<file path="config.mk">
export PLATFORM = sky130hd
export DESIGN_NAME = reset_sequencer
export DESIGN_NICKNAME = d
export VERILOG_FILES = /design/src/rtl/reset_seq_pkg.sv /design/src/rtl/reset_sequencer_sync_bit.sv /design/src/rtl/reset_sequencer.sv
export SDC_FILE = /design/constraint.sdc
export NUM_CORES = 1
export LEC_CHECK = 0
export CAP_MARGIN = 10
export CORE_UTILIZATION = 50
export CTS_CLUSTER_DIAMETER = 100
export DETAILED_ROUTE_END_ITERATION = 12
export GPL_TIMING_DRIVEN = 0
export HOLD_SLACK_MARGIN = 0.03
export PLACE_DENSITY_LB_ADDON = 0.12
export SLEW_MARGIN = 10
export SYNTH_ARGS = -nofsm -noshare
export SYNTH_HDL_FRONTEND = slang
export SYNTH_SLANG_ARGS = --single-unit
</file>
<file path="constraint.sdc">
create_clock -name clk -period 2 [get_ports clk]
set_input_delay 0.4 -clock clk [delete_from_list [all_inputs] [get_ports clk]]
set_output_delay 0.4 -clock clk [all_outputs]
set_load 0.01 [all_outputs]
</file>
<file path="src/rtl/reset_seq_pkg.sv">
// ----------------------------------------------------------------------------
// reset_seq_pkg
// Shared definitions for the reset sequencer: default parameter values, the
// 3-bit state encodings (also visible on state_dbg) and small constant helper
// functions used to size and sanitise parameters.
// No ports.
// ----------------------------------------------------------------------------
package reset_seq_pkg;

  localparam int DEF_SYNC_STAGES   = 2;
  localparam int DEF_LOCK_FILTER   = 1024;
  localparam int DEF_SDRAM_HOLD    = 256;
  localparam int DEF_READY_TIMEOUT = 65535;

  localparam logic [2:0] ST_WAIT_LOCK  = 3'd0;
  localparam logic [2:0] ST_FILTER     = 3'd1;
  localparam logic [2:0] ST_SDRAM_RST  = 3'd2;
  localparam logic [2:0] ST_WAIT_READY = 3'd3;
  localparam logic [2:0] ST_RUN        = 3'd4;

  // A zero (or negative) configuration value behaves as 1.
  function automatic int at_least_one(input int v);
    if (v < 1) begin
      return 1;
    end else begin
      return v;
    end
  endfunction

  function automatic int max3(input int a, input int b, input int c);
    int m;
    m = a;
    if (b > m) begin
      m = b;
    end else begin
      m = m;
    end
    if (c > m) begin
      m = c;
    end else begin
      m = m;
    end
    return m;
  endfunction

endpackage

</file>
<file path="src/rtl/reset_sequencer_sync_bit.sv">
// ----------------------------------------------------------------------------
// sync_bit
// Single-bit synchroniser chain of STAGES flops (0 behaves as 1), cleared by
// the synchronous reset.
// Ports: clk   - destination clock
//        reset - synchronous active-high reset, clears every stage to 0
//        d     - asynchronous input
//        q     - synchronised output (last stage)
// ----------------------------------------------------------------------------
module sync_bit
  import reset_seq_pkg::*;
#(
  parameter int STAGES = DEF_SYNC_STAGES
) (
  input  logic clk,
  input  logic reset,
  input  logic d,
  output logic q
);

  localparam int N = at_least_one(STAGES);

  logic [N-1:0] chain_r;

  generate
    if (N == 1) begin : g_single
      // Single-stage capture of the asynchronous input.
      always_ff @(posedge clk) begin
        if (reset) begin
          chain_r <= 1'b0;
        end else begin
          chain_r <= d;
        end
      end
    end else begin : g_multi
      // Shift the asynchronous input through the synchroniser chain.
      always_ff @(posedge clk) begin
        if (reset) begin
          chain_r <= '0;
        end else begin
          chain_r <= {chain_r[N-2:0], d};
        end
      end
    end
  endgenerate

  assign q = chain_r[N-1];

endmodule

</file>
<file path="src/rtl/reset_sequencer.sv">
// ----------------------------------------------------------------------------
// reset_sequencer
// Power-up / button reset sequencer: waits for a filtered PLL lock, holds the
// SDRAM controller in reset for a while, waits (bounded) for SDRAM init and
// then releases the core. Losing lock or pressing the button restarts it.
// Ports: clk           - system clock (PLL c0), all logic on rising edge
//        reset         - synchronous active-high reset
//        pll_locked    - PLL lock, asynchronous
//        btn_reset     - user reset button, asynchronous, active-high
//        sdram_ready   - SDRAM init complete (clk domain)
//        sdram_reset   - registered active-high SDRAM controller reset
//        core_reset_n  - registered active-low core reset
//        ready_timeout - sticky: RUN was reached through the timeout
//        relock_count  - saturating count of lock/button aborts
//        state_dbg     - current state encoding
// ----------------------------------------------------------------------------
module reset_sequencer
  import reset_seq_pkg::*;
#(
  parameter int SYNC_STAGES   = DEF_SYNC_STAGES,
  parameter int LOCK_FILTER   = DEF_LOCK_FILTER,
  parameter int SDRAM_HOLD    = DEF_SDRAM_HOLD,
  parameter int READY_TIMEOUT = DEF_READY_TIMEOUT
) (
  input  logic       clk,
  input  logic       reset,
  input  logic       pll_locked,
  input  logic       btn_reset,
  input  logic       sdram_ready,
  output logic       sdram_reset,
  output logic       core_reset_n,
  output logic       ready_timeout,
  output logic [7:0] relock_count,
  output logic [2:0] state_dbg
);

  localparam int LF    = at_least_one(LOCK_FILTER);
  localparam int SH    = at_least_one(SDRAM_HOLD);
  localparam int RT    = at_least_one(READY_TIMEOUT);
  localparam int CNT_W = at_least_one($clog2(max3(LF, SH, RT)));

  localparam logic [CNT_W-1:0] LF_LAST = CNT_W'(LF - 1);
  localparam logic [CNT_W-1:0] SH_LAST = CNT_W'(SH - 1);
  localparam logic [CNT_W-1:0] RT_LAST = CNT_W'(RT - 1);

  logic             locked_s;
  logic             btn_s;
  logic [2:0]       state_r;
  logic [2:0]       state_nxt_s;
  logic [CNT_W-1:0] cnt_r;
  logic             abort_s;
  logic             timeout_hit_s;
  logic             counting_s;

  sync_bit #(.STAGES(SYNC_STAGES)) u_sync_lock (
    .clk   (clk),
    .reset (reset),
    .d     (pll_locked),
    .q     (locked_s)
  );

  sync_bit #(.STAGES(SYNC_STAGES)) u_sync_btn (
    .clk   (clk),
    .reset (reset),
    .d     (btn_reset),
    .q     (btn_s)
  );

  // Next-state decode; an abort overrides every other transition.
  always_comb begin
    state_nxt_s   = state_r;
    timeout_hit_s = 1'b0;
    abort_s       = (state_r != ST_WAIT_LOCK) && (!locked_s || btn_s);
    if (abort_s) begin
      state_nxt_s = ST_WAIT_LOCK;
    end else begin
      case (state_r)
        ST_WAIT_LOCK: begin
          if (locked_s && !btn_s) begin
            state_nxt_s = ST_FILTER;
          end else begin
            state_nxt_s = ST_WAIT_LOCK;
          end
        end
        ST_FILTER: begin
          if (cnt_r == LF_LAST) begin
            state_nxt_s = ST_SDRAM_RST;
          end else begin
            state_nxt_s = ST_FILTER;
          end
        end
        ST_SDRAM_RST: begin
          if (cnt_r == SH_LAST) begin
            state_nxt_s = ST_WAIT_READY;
          end else begin
            state_nxt_s = ST_SDRAM_RST;
          end
        end
        ST_WAIT_READY: begin
          // sdram_ready wins over a coincident timeout.
          if (sdram_ready) begin
            state_nxt_s = ST_RUN;
          end else if (cnt_r == RT_LAST) begin
            state_nxt_s   = ST_RUN;
            timeout_hit_s = 1'b1;
          end else begin
            state_nxt_s = ST_WAIT_READY;
          end
        end
        ST_RUN: begin
          state_nxt_s = ST_RUN;
        end
        default: begin
          state_nxt_s = ST_WAIT_LOCK;
        end
      endcase
    end
  end

  // The counter only runs in the timed states and never outlives a state.
  always_comb begin
    case (state_r)
      ST_FILTER, ST_SDRAM_RST, ST_WAIT_READY: counting_s = 1'b1;
      default:                                counting_s = 1'b0;
    endcase
  end

  // State, counter, status and outputs (decoded from next state so they
  // switch on the same edge as the state register).
  always_ff @(posedge clk) begin
    if (reset) begin
      state_r       <= ST_WAIT_LOCK;
      cnt_r         <= '0;
      sdram_reset   <= 1'b1;
      core_reset_n  <= 1'b0;
      ready_timeout <= 1'b0;
      relock_count  <= 8'd0;
    end else begin
      state_r <= state_nxt_s;
      if ((state_nxt_s == state_r) && counting_s) begin
        cnt_r <= cnt_r + {{(CNT_W-1){1'b0}}, 1'b1};
      end else begin
        cnt_r <= '0;
      end
      sdram_reset  <= (state_nxt_s == ST_WAIT_LOCK) || (state_nxt_s == ST_FILTER) ||
                      (state_nxt_s == ST_SDRAM_RST);
      core_reset_n <= (state_nxt_s == ST_RUN);
      if (timeout_hit_s) begin
        ready_timeout <= 1'b1;
      end else if ((state_nxt_s == ST_SDRAM_RST) && (state_r != ST_SDRAM_RST)) begin
        ready_timeout <= 1'b0;
      end
      if (abort_s && (relock_count != 8'hFF)) begin
        relock_count <= relock_count + 8'd1;
      end
    end
  end

  assign state_dbg = state_r;

endmodule
</file>
==> metrics.md, run 1 <==
| Metric | Value |
|---|---|
| Worst reg-to-reg path cell count | 5 |
| # placed instances | around 240 |
| CTS tree | yes |
| Most common cell after layout, fill and taps aside | dfxtp_1 |
| Critical path fanouts, max | 3 |
| Leakage | ~0.00067 µW |
| FMAX | a little over 500 MHz |
| Root buffer cell | clkbuf_4 |
| RR Startpoint | cnt_r[11] |
| Worst Max-Slew Pin Slew | ~0.67 ns |
| Synthesized area per cell | between 9 and 10 µm² |
| Clock latency on the worst-skew pair | about 0.34 ns |
| Slew headroom | between 50% and 60% |
| Num Clock Sinks | 34 |
| Min-delay worst type | in2reg |
| Netlist Area Pre-Place | between 1500 and 2000 µm² |
| Fillers | between 200 and 300 |
| Area delta synth->final | 20.2% |
| CP endpoint kind | flop |
| CP Cell Sequence | or4_4, nor4_2, mux2_2, o221ai_1, a21o_1 |
| Worst min-delay path startpoint | reset |
| Synth warn | 0 |
| Gpl congestion | between 0.8 and 0.9 |
| EDFF count, synth | 0 |
| Post-DR wirelength/cell | ~14 µm |
| I/O pin cnt | 19 |
| Hold path endpoint | u_sync_lock.chain_r[1] |
| Core footprint | 3150 µm² |
| Status | finished, final reports clean |
| Crit path kind | reg2reg |
| Min cycle time layout | 1.98 ns |
| Tot GR Track Use | between 20% and 30% |
| Most frequent cells in the layout | 32 x dfxtp_1, 18 x nor2_1, 17 x clkdlybuf4s50_1 |
| Cells on Worst Hold Path | 2 |
| Capturing point of the worst reg2reg path | sdram_reset |
| Fin. Hold Viols | 0 |
| Row count | 20 |
| Global-route wire length before repair | about 5.6 mm |
| Die Area | roughly 3700 µm² |
| TritonRoute pass-1 iters | 4 |
| Worst hold slack | about 0.44 ns |
| Vias | between 1000 and 1500 |
| Gate Count Post-Synth | ~180 |
| Synth Flop Type | dfxtp_1 |
| Die Y | around 60 µm |
| Largest net degree at the start of global routing | 11 |
| Clk pwr share | roughly two fifths |
| # diodes | 0 |
| H-tree depth | 2 |
| Logic pwr share | about 5% |
| Gr ovfl total | 0 |
| Sw Ratio | a little over a fifth |
| NetSw | 265 µW |
| Clk_skew | a little under 0.008 ns |
| Flops & latches, synth | 34 |
| Maxcap violations | 0 |
| RSZ-0062 raised after global routing | no |
| R2R setup slack | 0.02 ns |
| Nets | 213 |
| IO Port Bufs | 17 |
| Mapped Nets | ~190 |
| Clock Pin Slew Worst Setup and Hold Paths | around 0.10 ns |
| Drt total wl | ~3.5 mm |
| Async SR Flop Fraction | 0% |
| Die span in x | approximately 60 µm |
| Internal power | slightly below 1000 µW |
| Placed cell area | 1930 µm² |
| Yosys cell types | 47 |
| Setup violations, final | 0 |
| Design Area, Final | 2050 µm² |
| Final Cycle Share | between 90 and 100% |
| Critical Path RT | ~2.2 ns |
| Startpoint types | flop |
| Residual DRC count | 0 |
| WP data arrival | ~2.2 ns |
| Sequential element share of the synthesized area | between 30 and 40% |
| Total CTS buffers | 5 |
| Maximum clock path buffer count | 2 |
| Crit path largest cell delay | between 0.5 and 0.6 ns |
| Worst VDD drop | roughly 0.00055 V |
| Hpwl dp | ~2.5 mm |
| Antenna Violating Nets Remaining | 0 |
| PwrDens | between 600 and 700 nW/µm² |
| Cts hold-fix bufs | 0 |
| Finished Layout Cells | between 200 and 300 |
| Starting density of the core | between 50% and 60% |
| Vias in the first global route | 1316 |
| Number of vias per cell | roughly 5.5 |
| Final max-slew violation count | 0 |
| Starting DRT DRC Count | 74 |
| Seq pwr share | between 50% and 60% |
| Final core occ | between 60% and 70% |
| Initial antenna violation count | 0 |
| Share of layout cells above drive strength 1 | about 20% |
| Crit-path slowest cell | or4_4 |
-- power by group through the flow --
stage / Combinational [µW] / Clock (µW) / Sequential (µW)
after floorplan: 39.1 / 0 / 703
after global placement: 58.7 / 0 / 702
after detailed placement: 60.6 / 0 / 702
after CTS: 60.9 / 498 / 686
after global routing: 67.6 / 534 / 687
final: 62.4 / 492 / 686
-- layout make-up --
cell class,count,area (µm²),share of cell area (%)
multi-input combinational,132,978,47.7
inverter,4,15.0,0.732
clock buffer,7,45.0,2.20
sequential,34,683,33.3
timing repair buffer,20,193,9.39
clock inverter,1,30.0,1.46
tap,44,55.1,2.68
buffer,8,52.6,2.56
-- flip-flops by register name, summed over array words and instances, names as in the netlist --
signal / flops
cnt_r: 16
relock_count: 8
state_dbg: 3
u_sync_btn.chain_r: 2
u_sync_lock.chain_r: 2
core_reset_n: 1
ready_timeout: 1
sdram_reset: 1
-- synth_stat cells, types with 2 or more instances --
cell type / n / area (µm²)
nor4_1: 3 / 18.8
nor3_1: 13 / 65.1
xnor2_1: 12 / 105
or3_1: 3 / 18.8
nor2_1: 19 / 71.3
nor2b_1: 5 / 31.3
nand2_1: 7 / 26.3
o211ai_1: 2 / 15.0
clkbuf_1: 4 / 15.0
o21ai_0: 2 / 10.0
nand4_1: 6 / 37.5
nand3_1: 7 / 35.0
nor3_2: 10 / 100
nor3b_1: 2 / 15.0
xor2_1: 8 / 70.1
a21o_1: 2 / 15.0
ha_1: 3 / 37.5
a21oi_1: 2 / 10.0
nor4_4: 2 / 42.5
inv_1: 4 / 15.0
buf_6: 2 / 22.5
or3b_2: 2 / 17.5
dfxtp_1: 34 / 681
-- cells by family (layout without fill, tap and decap cells) --
| logic type | count (synthesis) | count (layout) | synth area share [%] |
|---|---|---|---|
| and+or+nand+nor | 91 | 91 | 35.4 |
| DFF | 34 | 34 | 39.9 |
| xor gates and xnor gates | 20 | 20 | 10.3 |
| AOI/OAI and AO/OA | 16 | 16 | 7.18 |
| buffers and inverters | 12 | 40 | 3.81 |
| adders and majority gates | 3 | 3 | 2.20 |
| muxes | 2 | 2 | 1.25 |
-- critical path: cells and delay by family (launching register included) --
family           cells  cell delay [ns]
multiplexers         1             0.24
AND/OR/NAND/NOR      2             0.96
AO/OA/AOI/OAI        2             0.33
flip-flops           1             0.36
-- timing repair --
action	in CTS	in global routing
pin swaps	0	2
setup endpoints to repair	9	12
setup buffers	0	3
gates resized for setup	2	8
-- metal layers --
metal  global-route usage [%]  wire length [µm]  up-vias
met5                        0                 0        -
met4                     9.42                50        0
met2                     37.5              1730       33
li1                         -                 -      691
met3                     6.40               158        7
met1                     23.0              1540      641
-- stage by stage --
step | power, µW | setup TNS, ns | setup WS (ns)
6_report | 1240 | 0 | 0.0193
5_1_grt | 1290 | 0 | 0.00130
4_1_cts | 1250 | 0 | 0.0265
3_5_place_dp | 763 | -0.00704 | -0.00704
3_3_place_gp | 761 | 0 | 0.0328
2_1_floorplan | 742 | 0 | 0.218
-- how the worst max path moves through the flow --
| stage | endpoint | slack [ns] | cells past startpoint | from |
|---|---|---|---|---|
| 6_report | sdram_reset | 0.02 | 5 | cnt_r[11] |
| 5_1_grt | cnt_r[14] | 0.001 | 7 | state_dbg[2] |
| 3_5_place_dp | cnt_r[8] | -0.007 | 8 | cnt_r[0] |
| 4_1_cts | cnt_r[11] | 0.03 | 6 | cnt_r[8] |
| 3_3_place_gp | cnt_r[8] | 0.03 | 8 | cnt_r[0] |
| 2_1_floorplan | cnt_r[10] | 0.22 | 8 | cnt_r[0] |
Note: power is estimated with default switching activity, not from simulation.
==> inputs of run 2 (changes only) <==
--- a/config.mk
+++ b/config.mk
@@ -7,11 +7,11 @@
 export LEC_CHECK = 0
 export CAP_MARGIN = 10
 export CORE_UTILIZATION = 50
-export CTS_CLUSTER_DIAMETER = 100
 export DETAILED_ROUTE_END_ITERATION = 12
 export GPL_TIMING_DRIVEN = 0
 export HOLD_SLACK_MARGIN = 0.03
 export PLACE_DENSITY_LB_ADDON = 0.12
+export SETUP_SLACK_MARGIN = 0.05
 export SLEW_MARGIN = 10
 export SYNTH_ARGS = -nofsm -noshare
 export SYNTH_HDL_FRONTEND = slang
==> run 2 against run 1 <==
  * Sequential power barely moved
  * Clock skew grew 0.0023 ns
  * Core utilization is 0.87 points higher
  * Sequential share of layout area shrank 0.26 points
  * Critical path depth is 2 higher
  * Combinational power rose by 2%
  * Critical path type unchanged
==> metrics.md, run 2 (synthesized netlist as in run 1, its figures left out) <==
| Metric | Value |
|---|---|
| Status | finished, final reports clean (unchanged) |
| Most common cell after layout, fill and taps aside | dfxtp_1 (unchanged) |
| Total CTS buffers | 5 (unchanged) |
| Clock Pin Slew Worst Setup and Hold Paths | 0.10 ns (about the same) |
| Gr ovfl total | 0 (unchanged) |
| Critical Path Most Common Cell | nor3_2 |
| Area delta synth->final | 21.8% (was 20.2%) |
| Gpl congestion | 0.854 (unchanged) |
| # placed instances | 239 (unchanged) |
| Die span in x | 60.4 µm (unchanged) |
| # diodes | 0 (unchanged) |
| Maximum clock path buffer count | 2 (unchanged) |
| CTS tree | yes (unchanged) |
| Clk pwr share | 39.7% (about the same) |
| Maxcap violations | 0 (unchanged) |
| Crit path largest cell delay | 0.59 ns (about the same) |
| Final max-slew violation count | 0 (unchanged) |
| Worst Max-Slew Pin Slew | 0.671 ns (was 0.675 ns) |
| Global-route wire length before repair | 5.69 mm (was 5.63 mm) |
| Post-DR wirelength/cell | 14.0 µm (was 13.9 µm) |
| Tot GR Track Use | 21.3% (was 21.1%) |
| Most frequent cells in the layout | 31 x dfxtp_1, 18 x nor2_1, 17 x clkdlybuf4s50_1 (was 32 x dfxtp_1, 18 x nor2_1, 17 x clkdlybuf4s50_1) |
| Min cycle time layout | 1.94 ns (was 1.98 ns) |
| Residual DRC count | 0 (unchanged) |
| Sw Ratio | 21.4% (about the same) |
| Logic pwr share | 5.1% (was 5.0%) |
| Setup TNS | 0 ns (unchanged) |
| Leakage | 0.000680 µW (was 0.000670 µW) |
| Antenna Violating Nets Remaining | 0 (unchanged) |
| Seq pwr share | 55.2% (was 55.3%) |
| WP data arrival | 2.17 ns (was 2.22 ns) |
| Vias | 1402 (was 1372) |
| Finished Layout Cells | 252 (was 250) |
| Startpoint types | flop (unchanged) |
| RSZ-0062 raised after global routing | yes (was no) |
| Crit path max-delay family | simple AND/OR/NAND/NOR gates (unchanged) |
| Final Power | 1240 µW (about the same) |
| Fillers | 282 (unchanged) |
| Num Clock Sinks | 34 (unchanged) |
| I/O pin cnt | 19 (unchanged) |
| Core footprint | 3150 µm² (unchanged) |
| Fin. Hold Viols | 0 (unchanged) |
| NetSw | 266 µW (was 265 µW) |
| Number of vias per cell | 5.56 (was 5.49) |
| Die Area | 3650 µm² (unchanged) |
| Setup violations, final | 0 (unchanged) |
| Max FFs per register | 16 (unchanged) |
| Share of layout cells above drive strength 1 | 21.2% (was 19.9%) |
| Clock latency on the worst-skew pair | 0.34 ns (about the same) |
| PwrDens | 597 nW/µm² (was 605 nW/µm²) |
| Clk_skew | 0.0101 ns (was 0.00785 ns) |
| Cts hold-fix bufs | 0 (unchanged) |
| Hpwl dp | 2.48 mm (unchanged) |
| Starting DRT DRC Count | 59 (was 74) |
| Initial antenna violation count | 0 (unchanged) |
| Root buffer cell | clkbuf_4 (unchanged) |
| Critical path fanouts, max | 10 (was 3) |
| FMAX | 516 MHz (was 505 MHz) |
| H-tree depth | 2 (unchanged) |
| WP buf/inv | 2 (was 0) |
| Internal power | 975 µW (about the same) |
| Nets | 215 (was 213) |
| Crit path kind | reg2reg (unchanged) |
| Min-delay worst type | in2reg (unchanged) |
| TritonRoute pass-1 iters | 4 (unchanged) |
| Final Cycle Share | 96.9% (was 99.0%) |
| Slew headroom | 55.1% (was 54.8%) |
| Crit-path slowest cell | or4_4 (unchanged) |
| Vias in the first global route | 1317 (was 1316) |
| Largest net degree at the start of global routing | 11 (unchanged) |
| Worst VDD drop | 0.000534 V (was 0.000549 V) |
| Critical Path RT | 2.23 ns (was 2.24 ns) |
| Row count | 20 (unchanged) |
| CP endpoint kind | flop (unchanged) |
| IO Port Bufs | 17 (unchanged) |
| Drt total wl | 3.53 mm (was 3.48 mm) |
| Top reg by flops | cnt_r (unchanged) |
| CP Cell Sequence | or4_4, nor3_2, a31o_1, or3_1, buf_4, buf_6, nor3_2 (was or4_4, nor4_2, mux2_2, o221ai_1, a21o_1) |
| Die Y | 60.4 µm (unchanged) |
| Starting density of the core | 54.1% (unchanged) |
==> run 2: cell types whose count changed in the layout (fill, tap and decap cells not counted), sizes merged <==
cell,previous run,this run
buf,7,9
==> run 2: power by group through the flow <==
stage / sequential (µW) / clock (µW) / combinational [µW]
detailed placement: 702 / 0 / 60.6
CTS: 686 / 498 / 60.9
floorplan: 703 / 0 / 39.1
global placement: 702 / 0 / 58.7
global route: 686 / 535 / 69.0
finish: 685 / 492 / 63.8
==> run 2: layer usage <==
layer / wire [µm] / vias to the layer above / part of all wire, % / GRT usage (%)
met5: 0 / - / 0 / 0
met4: 44 / 0 / 1.2 / 9.09
met3: 158 / 6 / 4.5 / 5.76
met2: 1780 / 38 / 50 / 37.7
met1: 1550 / 662 / 44 / 23.9
li1: - / 696 / - / -
==> run 2: final cells by class <==
class | instances | area, µm² | area share, %
sequential | 34 | 687 | 33.0
inverter | 4 | 15.0 | 0.722
multi-input combinational | 132 | 987 | 47.5
tap | 44 | 55.1 | 2.65
clock inverter | 1 | 30.0 | 1.44
buffer | 8 | 52.6 | 2.53
clock buffer | 7 | 45.0 | 2.17
timing repair buffer | 22 | 208 | 9.99
==> run 2: timing repair <==
| action | CTS | global route |
|---|---|---|
| resized for setup | 5 | 7 |
| cloned | 0 | 0 |
| setup endpoints to repair | 10 | 14 |
| buffers inserted | 1 | 4 |
| pin swaps | 2 | 3 |
==> run 2: path summary, 6_finish.rpt <==
check | from | end | slack (ns) | depth (start not counted)
worst max-delay path | cnt_r[11] | cnt_r[8] | 0.06 | 7
worst min-delay path | reset | u_sync_lock.chain_r[1] | 0.44 | 2
worst max register to register | cnt_r[11] | cnt_r[8] | 0.06 | 7
worst min register to register | u_sync_lock.chain_r[0] | u_sync_lock.chain_r[1] | 0.44 | 1
==> run 2: worst register-to-register path, cell delays in order, from the launching register on <==
cell and delay (ns):
dfxtp_1 0.35, or4_4 0.59, nor3_2 0.17, a31o_1 0.21, or3_1 0.12, buf_4 0.14
buf_6 0.17, nor3_2 0.07
==> run 2: stage by stage <==
stage          util (%)  instance area (µm²)  worst slack (ns)  hold slack, ns
6_report           66.0                 2080            0.0612           0.438
5_1_grt            66.0                 2080          -0.00114           0.459
4_1_cts            64.5                 2030            0.0607           0.443
3_5_place_dp       61.3                 1930          -0.00704           0.425
3_3_place_gp       61.3                 1930            0.0328           0.417
2_1_floorplan         -                 1710             0.218           0.414
==> inputs of run 3 (changes only) <==
--- a/config.mk
+++ b/config.mk
@@ -6,6 +6,7 @@
 export NUM_CORES = 1
 export LEC_CHECK = 0
 export CAP_MARGIN = 10
+export CORE_MARGIN = 4
 export CORE_UTILIZATION = 50
 export DETAILED_ROUTE_END_ITERATION = 12
 export GPL_TIMING_DRIVEN = 0
==> run 3 against run 2 <==
  * Hold slack got worse by 0.0053 ns
  * Largest cell class unchanged
  * Maximum frequency rose by 1.9%
  * Design area shrank 0.48%
  * Critical endpoint is now sdram_reset
  * Combinational power increased by 1%
  * Non-clock buffer count up 1
  * Core utilization is 0.32 points lower
==> metrics.md, run 3 (synthesized netlist as in run 1, its figures left out) <==
| Metric | Value |
|---|---|
| Final Cycle Share | 95.1% (was 96.9%) |
| Startpoint types | flop (unchanged) |
| Global-route wire length before repair | 6.31 mm (was 5.69 mm) |
| Clk pwr share | 33.4% (was 39.7%) |
| Core footprint | 3150 µm² (unchanged) |
| Crit path kind | reg2reg (unchanged) |
| WP data arrival | 2.14 ns (was 2.17 ns) |
| Leakage | 0.000678 µW (was 0.000680 µW) |
| Post-DR wirelength/cell | 14.0 µm (about the same) |
| Area delta synth->final | 21.3% (was 21.8%) |
| Maxcap violations | 0 (unchanged) |
| Clock latency on the worst-skew pair | 0.34 ns (about the same) |
| Row count | 20 (unchanged) |
| # diodes | 0 (unchanged) |
| Final core occ | 65.6% (was 66.0%) |
| Maximum clock path buffer count | 2 (unchanged) |
| RSZ-0062 raised after global routing | yes (unchanged) |
| Design Area, Final | 2070 µm² (was 2080 µm²) |
| Initial antenna violation count | 0 (unchanged) |
| Vias | 1382 (was 1402) |
| Vias in the first global route | 1409 (was 1317) |
| PwrDens | 544 nW/µm² (was 597 nW/µm²) |
| Fillers | 265 (was 282) |
| Starting DRT DRC Count | 111 (was 59) |
| # placed instances | 239 (unchanged) |
| IO Port Bufs | 17 (unchanged) |
| Internal power | 869 µW (was 975 µW) |
| Nets | 216 (was 215) |
| Number of vias per cell | 5.51 (was 5.56) |
| Slew headroom | 55.1% (about the same) |
| Total CTS buffers | 5 (unchanged) |
| Tot GR Track Use | 18.5% (was 21.3%) |
| Top reg by flops | cnt_r (unchanged) |
| Final Power | 1130 µW (was 1240 µW) |
| Clock Pin Slew Worst Setup and Hold Paths | 0.10 ns (about the same) |
| Clk_skew | 0.00812 ns (was 0.0101 ns) |
| Finished Layout Cells | 251 (was 252) |
| NetSw | 256 µW (was 266 µW) |
| Placed cell area | 1930 µm² (unchanged) |
| Residual DRC count | 0 (unchanged) |
| Fin. Hold Viols | 0 (unchanged) |
| Hpwl dp | 2.44 mm (was 2.48 mm) |
| Starting density of the core | 54.1% (unchanged) |
| CTS tree | yes (unchanged) |
| Cts hold-fix bufs | 0 (unchanged) |
| Critical Path RT | 2.24 ns (was 2.23 ns) |
| Gr ovfl total | 0 (unchanged) |
| Most common cell after layout, fill and taps aside | dfxtp_1 (unchanged) |
| Critical path fanouts, max | 3 (was 10) |
| Worst VDD drop | 0.000428 V (was 0.000534 V) |
| Worst Max-Slew Pin Slew | 0.671 ns (about the same) |
| Setup violations, final | 0 (unchanged) |
| Min cycle time layout | 1.90 ns (was 1.94 ns) |
| I/O pin cnt | 19 (unchanged) |
| Final max-slew violation count | 0 (unchanged) |
| Root buffer cell | clkbuf_4 (unchanged) |
| Drt total wl | 3.51 mm (was 3.53 mm) |
| Max FFs per register | 16 (unchanged) |
| Die Area | 4410 µm² (was 3650 µm²) |
| Die Y | 66.4 µm (was 60.4 µm) |
| Logic pwr share | 5.7% (was 5.1%) |
| Status | finished, final reports clean (unchanged) |
| Min-delay worst type | in2reg (unchanged) |
| Die span in x | 66.4 µm (was 60.4 µm) |
| TritonRoute pass-1 iters | 4 (unchanged) |
| CP endpoint kind | flop (unchanged) |
| Num Clock Sinks | 34 (unchanged) |
| H-tree depth | 2 (unchanged) |
| Share of layout cells above drive strength 1 | 22.7% (was 21.2%) |
| Most frequent cells in the layout | 30 x dfxtp_1, 18 x nor2_1, 17 x clkdlybuf4s50_1 (was 31 x dfxtp_1, 18 x nor2_1, 17 x clkdlybuf4s50_1) |
| Seq pwr share | 60.9% (was 55.2%) |
| Gpl congestion | 0.863 (was 0.854) |
| Largest net degree at the start of global routing | 11 (unchanged) |
| Antenna Violating Nets Remaining | 0 (unchanged) |
| Sw Ratio | 22.8% (was 21.4%) |
| FMAX | 526 MHz (was 516 MHz) |
run 3: final timing paths:
check,start,endpoint,slack [ns],cells after the start
min reg2reg,u_sync_lock.chain_r[0],u_sync_lock.chain_r[1],0.44,1
min,reset,u_sync_lock.chain_r[1],0.43,2
max,cnt_r[11],sdram_reset,0.1,5
max reg2reg,cnt_r[11],sdram_reset,0.1,5
run 3: per-layer routing:
metal / GRT usage, % / up-vias / part of all wire (%)
met4: 7.61 / 0 / 1.7
li1: - / 698 / -
met1: 22.5 / 651 / 45
met5: 0 / - / 0
met3: 4.25 / 8 / 3.4
met2: 31.1 / 25 / 50
run 3: stage by stage:
stage	hold slack (ns)	setup slack [ns]	TNS (ns)
floorplan	0.414	0.218	0
global placement	0.417	0.0329	0
detailed placement	0.425	-0.0297	-0.233
CTS	0.437	0.0613	0
global route	0.468	0.0385	0
finish	0.433	0.0979	0
run 3: power by group through the flow:
| stage | clock (µW) | combinational [µW] | sequential (µW) |
|---|---|---|---|
| CTS | 381 | 60.5 | 686 |
| global route | 425 | 71.3 | 686 |
| floorplan | 0 | 39.1 | 703 |
| finish | 376 | 64.5 | 685 |
| global placement | 0 | 58.8 | 702 |
| detailed placement | 0 | 60.4 | 702 |
run 3: area by class of cell:
type | count | area (µm²) | area share [%]
plain buffers | 8 | 52.6 | 2.54
clock buffers | 6 | 51.3 | 2.48
repair buffers | 23 | 215 | 10.4
well taps | 44 | 55.1 | 2.66
inverters | 4 | 15.0 | 0.726
flip-flops and latches | 34 | 688 | 33.3
multi-input cells | 132 | 992 | 47.9
run 3: what timing repair did:
action                                  4_1_cts  5_1_grt
hold endpoints to repair                      0        0
endpoints found under the setup margin       10       18
pin swaps                                     1        3
gates resized for setup                       3       12
cloned                                        0        0
setup buffers                                 1        5
run 3: worst max-delay path, cell delays in order, from the launching register on:
cell      delay (ns)
dfxtp_1         0.35
or4_4           0.59
nor4_4          0.33
mux2_2          0.22
o221ai_1        0.10
a21o_1          0.19
